==> config.mk <==
export PLATFORM = sky130hd
export DESIGN_NAME = mem_seq_ctrl
export DESIGN_NICKNAME = d
export VERILOG_FILES = /design/src/rtl/mem_seq_ctrl.sv
export SDC_FILE = /design/constraint.sdc
export NUM_CORES = 1
export LEC_CHECK = 0
export CAP_MARGIN = 20
export CORE_ASPECT_RATIO = 1.25
export CORE_MARGIN = 3
export CORE_UTILIZATION = 55
export DETAILED_ROUTE_END_ITERATION = 12
export GPL_TIMING_DRIVEN = 0
export PLACE_DENSITY = 0.78
export SLEW_MARGIN = 20
export SYNTH_ARGS = -nofsm -noshare
export SYNTH_HDL_FRONTEND = slang
export SYNTH_SLANG_ARGS = --single-unit
==> constraint.sdc <==
create_clock -name c -period 2.5 [get_ports c]
set_input_delay 0.375 -clock c [delete_from_list [all_inputs] [get_ports c]]
set_output_delay 0.375 -clock c [all_outputs]
set_load 0.01 [all_outputs]
==> src/rtl/mem_seq_ctrl.sv <==
// Serial command sequencer for a page-programmable memory: decodes opcode/address/data bytes into array controls.
// Latency: outputs are registered, one cycle after the byte or deselect that causes them. Bytes are not backpressured.
module mem_seq_ctrl #(
    parameter int ADDR_W  = 17,
    parameter int PLENGTH = 256,
    parameter int TPP     = 64,
    parameter int TSE     = 256,
    parameter int TBE     = 1024
) (
    input  logic              c,
    input  logic              rst_n,
    input  logic              sel_n,
    input  logic              byte_valid,
    input  logic [7:0]        byte_in,
    output logic [ADDR_W-1:0] add_mem,
    output logic              read_enable,
    output logic              add_pp_enable,
    output logic              pp_enable,
    output logic              se_enable,
    output logic              be_enable,
    output logic              data_request,
    output logic [7:0]        data_to_write,
    output logic [7:0]        page_add_index,
    output logic              wip,
    output logic              wel,
    output logic              cmd_err
);

    localparam int TMAX  = (TPP > TSE) ? ((TPP > TBE) ? TPP : TBE) : ((TSE > TBE) ? TSE : TBE);
    localparam int CNT_W = $clog2(TMAX + 1);

    typedef enum logic [3:0] {
        IDLE, ADDR2, ADDR1, ADDR0, READ, PP_DATA, WAIT_DESEL, BUSY_PP, BUSY_SE, BUSY_BE
    } state_t;

    typedef enum logic [2:0] {
        OP_WREN, OP_WRDI, OP_READ, OP_PP, OP_SE, OP_BE
    } op_t;

    state_t            state_q, state_d;
    op_t               op_q, op_d;
    logic [7:0]        a2_q, a2_d, a1_q, a1_d;
    logic [2:0]        byte_cnt_q, byte_cnt_d;
    logic              data_seen_q, data_seen_d;
    logic [CNT_W-1:0]  busy_cnt_q, busy_cnt_d;
    logic [ADDR_W-1:0] add_mem_q, add_mem_d;
    logic              read_enable_q, read_enable_d;
    logic              add_pp_enable_q, add_pp_enable_d;
    logic              pp_enable_q, pp_enable_d;
    logic              se_enable_q, se_enable_d;
    logic              be_enable_q, be_enable_d;
    logic              data_request_q, data_request_d;
    logic [7:0]        data_to_write_q, data_to_write_d;
    logic [7:0]        page_add_index_q, page_add_index_d;
    logic              wip_q, wip_d;
    logic              wel_q, wel_d;
    logic              cmd_err_q, cmd_err_d;

    logic take;
    assign take = byte_valid && !sel_n;

    always_comb begin
        state_d          = state_q;
        op_d             = op_q;
        a2_d             = a2_q;
        a1_d             = a1_q;
        byte_cnt_d       = byte_cnt_q;
        data_seen_d      = data_seen_q;
        busy_cnt_d       = busy_cnt_q;
        add_mem_d        = add_mem_q;
        read_enable_d    = read_enable_q;
        add_pp_enable_d  = add_pp_enable_q;
        pp_enable_d      = pp_enable_q;
        se_enable_d      = se_enable_q;
        be_enable_d      = be_enable_q;
        data_request_d   = 1'b0;
        data_to_write_d  = data_to_write_q;
        page_add_index_d = page_add_index_q;
        wip_d            = wip_q;
        wel_d            = wel_q;
        cmd_err_d        = 1'b0;

        case (state_q)
            IDLE: begin
                if (take) begin
                    byte_cnt_d = 3'd1;
                    case (byte_in)
                        8'h06: begin op_d = OP_WREN; wel_d = 1'b1; state_d = WAIT_DESEL; end
                        8'h04: begin op_d = OP_WRDI; wel_d = 1'b0; state_d = WAIT_DESEL; end
                        8'hC7: begin op_d = OP_BE;   state_d = WAIT_DESEL; end
                        8'h03: begin op_d = OP_READ; state_d = ADDR2; end
                        8'h02: begin op_d = OP_PP;   state_d = ADDR2; end
                        8'hD8: begin op_d = OP_SE;   state_d = ADDR2; end
                        default: cmd_err_d = 1'b1;
                    endcase
                end
            end
            ADDR2, ADDR1: begin
                if (sel_n) begin
                    cmd_err_d = 1'b1;
                    state_d   = IDLE;
                end else if (byte_valid) begin
                    byte_cnt_d = byte_cnt_q + 3'd1;
                    if (state_q == ADDR2) begin
                        a2_d    = byte_in;
                        state_d = ADDR1;
                    end else begin
                        a1_d    = byte_in;
                        state_d = ADDR0;
                    end
                end
            end
            ADDR0: begin
                if (sel_n) begin
                    cmd_err_d = 1'b1;
                    state_d   = IDLE;
                end else if (byte_valid) begin
                    add_mem_d  = ADDR_W'({a2_q, a1_q, byte_in});
                    byte_cnt_d = 3'd4;
                    case (op_q)
                        OP_READ: state_d = READ;
                        OP_PP: begin
                            // Pre-decrement so the first data byte lands on the start address.
                            page_add_index_d = byte_in - 8'd1;
                            data_seen_d      = 1'b0;
                            state_d          = PP_DATA;
                        end
                        default: state_d = WAIT_DESEL;
                    endcase
                end
            end
            READ: begin
                if (sel_n) begin
                    read_enable_d = 1'b0;
                    state_d       = IDLE;
                end else begin
                    read_enable_d  = 1'b1;
                    data_request_d = byte_valid;
                end
            end
            PP_DATA: begin
                if (sel_n) begin
                    add_pp_enable_d = 1'b0;
                    state_d         = IDLE;
                    if (!wel_q) begin
                        cmd_err_d = 1'b1;
                    end else if (data_seen_q) begin
                        add_pp_enable_d = 1'b1;
                        pp_enable_d     = 1'b1;
                        wip_d           = 1'b1;
                        busy_cnt_d      = CNT_W'(TPP - 1);
                        state_d         = BUSY_PP;
                    end
                end else begin
                    add_pp_enable_d = wel_q;
                    if (byte_valid) begin
                        data_to_write_d  = byte_in;
                        page_add_index_d = (page_add_index_q == 8'(PLENGTH - 1)) ? 8'd0
                                                                                 : page_add_index_q + 8'd1;
                        data_seen_d      = 1'b1;
                    end
                end
            end
            WAIT_DESEL: begin
                if (sel_n) begin
                    state_d = IDLE;
                    if (op_q == OP_SE) begin
                        if (wel_q && byte_cnt_q == 3'd4) begin
                            se_enable_d = 1'b1;
                            wip_d       = 1'b1;
                            busy_cnt_d  = CNT_W'(TSE - 1);
                            state_d     = BUSY_SE;
                        end else begin
                            cmd_err_d = 1'b1;
                        end
                    end else if (op_q == OP_BE) begin
                        if (wel_q && byte_cnt_q == 3'd1) begin
                            be_enable_d = 1'b1;
                            wip_d       = 1'b1;
                            busy_cnt_d  = CNT_W'(TBE - 1);
                            state_d     = BUSY_BE;
                        end else begin
                            cmd_err_d = 1'b1;
                        end
                    end
                end else if (byte_valid && byte_cnt_q != 3'd7) begin
                    byte_cnt_d = byte_cnt_q + 3'd1;
                end
            end
            BUSY_PP, BUSY_SE, BUSY_BE: begin
                // sel_n is deliberately not looked at here; only the counter ends the operation.
                cmd_err_d = byte_valid;
                if (busy_cnt_q == '0) begin
                    add_pp_enable_d = 1'b0;
                    pp_enable_d     = 1'b0;
                    se_enable_d     = 1'b0;
                    be_enable_d     = 1'b0;
                    wip_d           = 1'b0;
                    wel_d           = 1'b0;
                    state_d         = IDLE;
                end else begin
                    busy_cnt_d = busy_cnt_q - CNT_W'(1);
                end
            end
            default: state_d = IDLE;
        endcase
    end

    always_ff @(posedge c or negedge rst_n) begin
        if (!rst_n) begin
            state_q          <= IDLE;
            op_q             <= OP_WREN;
            a2_q             <= '0;
            a1_q             <= '0;
            byte_cnt_q       <= '0;
            data_seen_q      <= 1'b0;
            busy_cnt_q       <= '0;
            add_mem_q        <= '0;
            read_enable_q    <= 1'b0;
            add_pp_enable_q  <= 1'b0;
            pp_enable_q      <= 1'b0;
            se_enable_q      <= 1'b0;
            be_enable_q      <= 1'b0;
            data_request_q   <= 1'b0;
            data_to_write_q  <= '0;
            page_add_index_q <= '0;
            wip_q            <= 1'b0;
            wel_q            <= 1'b0;
            cmd_err_q        <= 1'b0;
        end else begin
            state_q          <= state_d;
            op_q             <= op_d;
            a2_q             <= a2_d;
            a1_q             <= a1_d;
            byte_cnt_q       <= byte_cnt_d;
            data_seen_q      <= data_seen_d;
            busy_cnt_q       <= busy_cnt_d;
            add_mem_q        <= add_mem_d;
            read_enable_q    <= read_enable_d;
            add_pp_enable_q  <= add_pp_enable_d;
            pp_enable_q      <= pp_enable_d;
            se_enable_q      <= se_enable_d;
            be_enable_q      <= be_enable_d;
            data_request_q   <= data_request_d;
            data_to_write_q  <= data_to_write_d;
            page_add_index_q <= page_add_index_d;
            wip_q            <= wip_d;
            wel_q            <= wel_d;
            cmd_err_q        <= cmd_err_d;
        end
    end

    assign add_mem        = add_mem_q;
    assign read_enable    = read_enable_q;
    assign add_pp_enable  = add_pp_enable_q;
    assign pp_enable      = pp_enable_q;
    assign se_enable      = se_enable_q;
    assign be_enable      = be_enable_q;
    assign data_request   = data_request_q;
    assign data_to_write  = data_to_write_q;
    assign page_add_index = page_add_index_q;
    assign wip            = wip_q;
    assign wel            = wel_q;
    assign cmd_err        = cmd_err_q;

endmodule

==> results of run 1 <==
[state kept, by name (all words and copies together) (netlist names), 3 cells and up]
| signal | cells |
|---|---|
| op_q | 3 |
| state_q | 4 |
| a1_q | 8 |
| add_mem | 17 |
| page_add_index | 8 |
| data_to_write | 8 |
| busy_cnt_q | 11 |
| byte_cnt_q | 3 |
[cell type report]
class                           instances  area, um^2  area share
Inverter                               17        63.8      0.0128
Buffer                                 26         149      0.0299
Clock inverter                          7         103      0.0206
Multi-Input combinational cell        318        2050       0.413
Timing Repair Buffer                   54         543       0.109
Clock buffer                            9         124      0.0249
Sequential cell                        73        1830       0.367
Tap cell                               90         113      0.0226
[worst min path at each step]
stage / start / end / slack, ns / cells past startpoint
6_report: byte_in[6] / add_mem[6] / 0.27 / 3
5_1_grt: byte_in[7] / add_mem[7] / 0.29 / 3
4_1_cts: byte_in[6] / add_mem[6] / 0.26 / 3
3_5_place_dp: rst_n / byte_cnt_q[2] / 0.34 / 1
3_3_place_gp: a1_q[7] / add_mem[15] / 0.45 / 2
2_1_floorplan: rst_n / a1_q[0] / 0.08 / 0
[power groups by stage]
stage | clock (W) | sequential, W | combinational, W
finish | 0.00106 | 0.00183 | 0.00194
floorplan | 0 | 0.00189 | 0.00110
global route | 0.00112 | 0.00188 | 0.00212
global placement | 0 | 0.00183 | 0.00187
detailed placement | 0 | 0.00184 | 0.00192
CTS | 0.00107 | 0.00183 | 0.00194
[per-stage QoR]
| step | utilization | hold slack [ns] | cells | instance area [um^2] |
|---|---|---|---|---|
| after floorplan | - | 0.0794 | 434 | 4090 |
| after global placement | 0.659 | 0.448 | 572 | 4680 |
| after detailed placement | 0.662 | 0.341 | 573 | 4700 |
| after CTS | 0.696 | 0.263 | 591 | 4950 |
| after global routing | 0.700 | 0.294 | 594 | 4970 |
| final | 0.700 | 0.270 | 594 | 4970 |
[worst max-delay path, cell delays in order (launching register included)]
cell and delay, ns:
dfrtp_1 0.45, ha_1 0.23, ha_1 0.18, or3b_4 0.38, a2111oi_4 0.49, mux2_1 0.21, a31oi_1 0.08, o22a_1 0.19
[layer usage]
layer	global-route usage	part of all wire
met5	0	0
met4	0.102	0.023
met3	0.0516	0.048
met2	0.403	0.50
met1	0.297	0.43
[logic make-up (layout without fill, tap and decap cells)]
family	Yosys count	in the layout	share of synthesized area
and+or+nand+nor	174	174	0.213
adders and majority gates	11	11	0.0337
muxes	26	26	0.0731
AOI/OAI and AO/OA	102	102	0.171
DFF	73	73	0.447
xor gates and xnor gates	5	5	0.0107
buffers and inverters	43	113	0.0520
[timing repair]
item | in CTS | in global routing
pin swaps | 1 | 2
hold endpoints to repair | 31 | 0
setup buffers | 1 | 3
resized for setup | 3 | 2
hold buffers | 1 | 0
endpoints found under the setup margin | 6 | 6
[layout by cell type, fill, tap and decap left out, types with 6 or more instances in the layout]
master,netlist,final
nand2_1,76,76
dfrtp_1,73,73
clkdlybuf4s50_1,0,45
o21ai_0,31,31
nor2_1,31,31
mux2_2,18,18
a21oi_1,16,16
inv_1,17,15
nor3_1,11,11
buf_2,11,11
a31oi_1,10,10
ha_1,11,10
clkbuf_1,9,9
clkbuf_8,0,9
nand3_1,8,8
buf_4,2,7
o31ai_1,6,6
==> results.cfg, run 1 <==
[floorplan]
die_h_um = 102
pin_count = 54
dieWidth_um = 83.1
num_rows = 34
dieArea_mm2 = 0.00851
start_util = 0.576
coreArea_mm2 = 0.00710

[logic_synthesis]
ys.flop_type = dfrtp_1
seq_area_frac_synth = 0.447
synth-edff-count = 0
synth_most_common_cell = nand2_1
synth_cell_type_count = 67
synth_area_mm2 = 0.00409
synthTopCellsByArea = dfrtp_1 (45%), nand2_1 (7.0%), mux2_2 (5.0%)
synth_area_leader_cell = dfrtp_1
synth_cells = 434
yosys_warnings = 0
syn_nets = 457
synthTopCellsByCount = nand2_1 (76), dfrtp_1 (73), nor2_1 (31), o21ai_0 (31), mux2_2 (18)
async_reset_ff_frac = 1.00
synth_top_area_frac = 0.447
postSynthAreaPerCell_um2 = 9.42
ys_ff_latch = 73

[timing]
final-max-slew-violation-count = 0
fin_ws_ns = 0.190
rsz0062_at_grt = false
setup_viol = 0
fin_crit_ns = 2.31
clock_skew_ns = 0.00718
fmax_mhz = 433
period_share = 0.924
max_slew.worst_pin.slew_ns = 0.620
finalHoldViolations = 0
fin_tns_setup_ns = 0
maxSlewHeadroom = 0.583

[pwr]
switchingPower_w = 0.00174
power_density_mw_per_mm2 = 972
p_comb_frac = 0.402
max-vdd-ir-drop_mv = 0.615
power.internal_w = 0.00309
total_power_w = 0.00483
swShare = 0.360
seq_power_share = 0.378
leakage_nw = 2.22
clock_power_share = 0.220

[run]
cap_violations = 0

[detailed_routing]
ant_nets = 0
dr.pass1.iters = 5
vias = 3520
drc = 0
via_per_inst = 5.93
drt_iter0_markers = 315
wl_per_cell_um = 16.5
totalWireLength_um = 9800

[clock_network]
clk_pin_slew_ns = 0.08
htree_levels = 3
clock_latency_ns = 0.36
ctsRootBufferMaster = clkbuf_8
cts_made_buffers = 9
clock_path_buffers = 2
cts_tree = yes
cts.sinks = 73

[placed_design]
dp_hpwl_um = 7060
place.gp.congestion = 0.855
portBuffers = 48
pre_cts_slack_ns = -0.522

[layout]
syn2layout_area_growth_pct = 21.6
drive_above_1_share = 0.151
fillers = 539
n_antenna_cell = 0
nets = 522

[global_route]
grt_use_total = 0.238
antenna_found_initial = 0
grt_pass1_wl_um = 16500
grt_pass1_vias = 3501
grt_overflow = 0
grt_max_degree = 43

[worst_setup_path]
cp-startpoint = byte_cnt_q[0]
critPathKind = flip-flop to flip-flop
crit_end = byte_cnt_q[0]
crit_required_ns = 2.75
rr_worst_depth = 7
critPathLaunchType = flip-flop
r2r-end = byte_cnt_q[0]
r2r-start = byte_cnt_q[0]
arrival_ns = 2.56
critical_path.endpoint_type = flip-flop
crit_fanout = 6
r2r_slack_ns = 0.19

[min_path]
hold_path.class = primary input to flip-flop

[status]
status = finished clean
No activity file was read; power rests on OpenSTA's default activity.
==> run 2, diff against run 1 <==
Settings changed: SKIP_CTS_REPAIR_TIMING set to 1.
==> results.cfg, run 2 (synthesis gave the netlist of run 1 again) <==
[status]
status = finished clean

[detailed_routing]
dr.pass1.iters = 5
drt_iter0_markers = 280
via_per_inst = 5.96
vias = 3540
wl_per_cell_um = 16.4
totalWireLength_um = 9760
ant_nets = 0
drc = 0

[run]
cap_violations = 0

[floorplan]
dieArea_mm2 = 0.00851
die_h_um = 102
num_rows = 34
start_util = 0.576
pin_count = 54
coreArea_mm2 = 0.00710
dieWidth_um = 83.1

[global_route]
grt_max_degree = 43
grt_pass1_wl_um = 16400
grt_overflow = 0
grt_use_total = 0.237
antenna_found_initial = 0
grt_pass1_vias = 3493

[timing]
setup_viol = 0
maxSlewHeadroom = 0.584
period_share = 0.923
fmax_mhz = 433
finalHoldViolations = 0
rsz0062_at_grt = false
fin_crit_ns = 2.31
max_slew.worst_pin.slew_ns = 0.619
final-max-slew-violation-count = 0
clock_skew_ns = 0.00860

[min_path]
hold_path.class = primary input to flip-flop

[clock_network]
cts_made_buffers = 9
htree_levels = 3
clk_pin_slew_ns = 0.09
ctsRootBufferMaster = clkbuf_8
clock_latency_ns = 0.36
cts.sinks = 73
clock_path_buffers = 2
cts_tree = yes

[layout]
nets = 522
n_antenna_cell = 0
final_cell_mix = nand2_1 (76), dfrtp_1 (73), clkdlybuf4s50_1 (45)
syn2layout_area_growth_pct = 21.6
drive_above_1_share = 0.151
post-route-util = 0.700
largest_reg_flops = 17
layout.cells.non_filler = 594
final_common_cell = nand2_1

[worst_setup_path]
critical_path.endpoint_type = flip-flop
arrival_ns = 2.56
critPathLaunchType = flip-flop
critPathKind = flip-flop to flip-flop
crit_required_ns = 2.75
crit_fanout = 6

[placed_design]
portBuffers = 48
place_inst = 573
place.gp.congestion = 0.855
dp_hpwl_um = 7060

[pwr]
power_density_mw_per_mm2 = 973
max-vdd-ir-drop_mv = 0.617
leakage_nw = 2.22
## run 2: final cells by class
type	instances	area [um^2]
multi-input cells	318	2050
clock inverters	7	103
fillers	537	2130
inverters	17	63.8
clock buffers	9	124
flip-flops and latches	73	1830
well taps	90	113
repair buffers	54	543
plain buffers	26	149
## run 2: report_power, final
part	total [W]	switching, W	internal (W)
Clock	0.00107	0.000497	0.000570
Combinational	0.00194	0.000967	0.000978
Sequential	0.00183	0.000283	0.00155
## run 2: stage by stage
step                setup TNS, ns  worst slack (ns)  total power [W]  hold WS (ns)  area (um^2)
finish                          0             0.192          0.00484         0.264         4970
detailed placement          -3.45            -0.522          0.00377         0.341         4700
global placement          -106.96             -1.43          0.00371         0.448         4680
global route                    0            0.0696          0.00513         0.294         4970
floorplan                       0             0.317          0.00299        0.0794         4090
CTS                        -0.567            -0.151          0.00484       -0.0437         4930
## run 2: routing by layer
metal | vias up | track usage | wire length [um]
li1 | 1680 | - | -
met1 | 1737 | 0.295 | 4170
met2 | 105 | 0.402 | 4830
met3 | 18 | 0.0516 | 530
met4 | 0 | 0.102 | 218
met5 | - | 0 | 0
## run 2: worst paths after layout
path | slack [ns] | endpoint | from | cells past startpoint
worst max register to register | 0.19 | byte_cnt_q[0] | byte_cnt_q[0] | 7
max in group asynchronous | 1.45 | data_to_write[0] | rst_n | 3
worst max-delay path | 0.19 | byte_cnt_q[0] | byte_cnt_q[0] | 7
min in group asynchronous | 0.49 | byte_cnt_q[2] | rst_n | 2
worst min register to register | 0.47 | add_mem[9] | a1_q[1] | 2
worst min-delay path | 0.26 | add_mem[6] | byte_in[6] | 3
## run 2: worst max-delay path, stage by stage, from the launching register on
cell,delay [ns]
dfrtp_1,0.45
ha_1,0.23
ha_1,0.18
or3b_4,0.38
a2111oi_4,0.49
mux2_1,0.21
a31oi_1,0.08
o22a_1,0.19
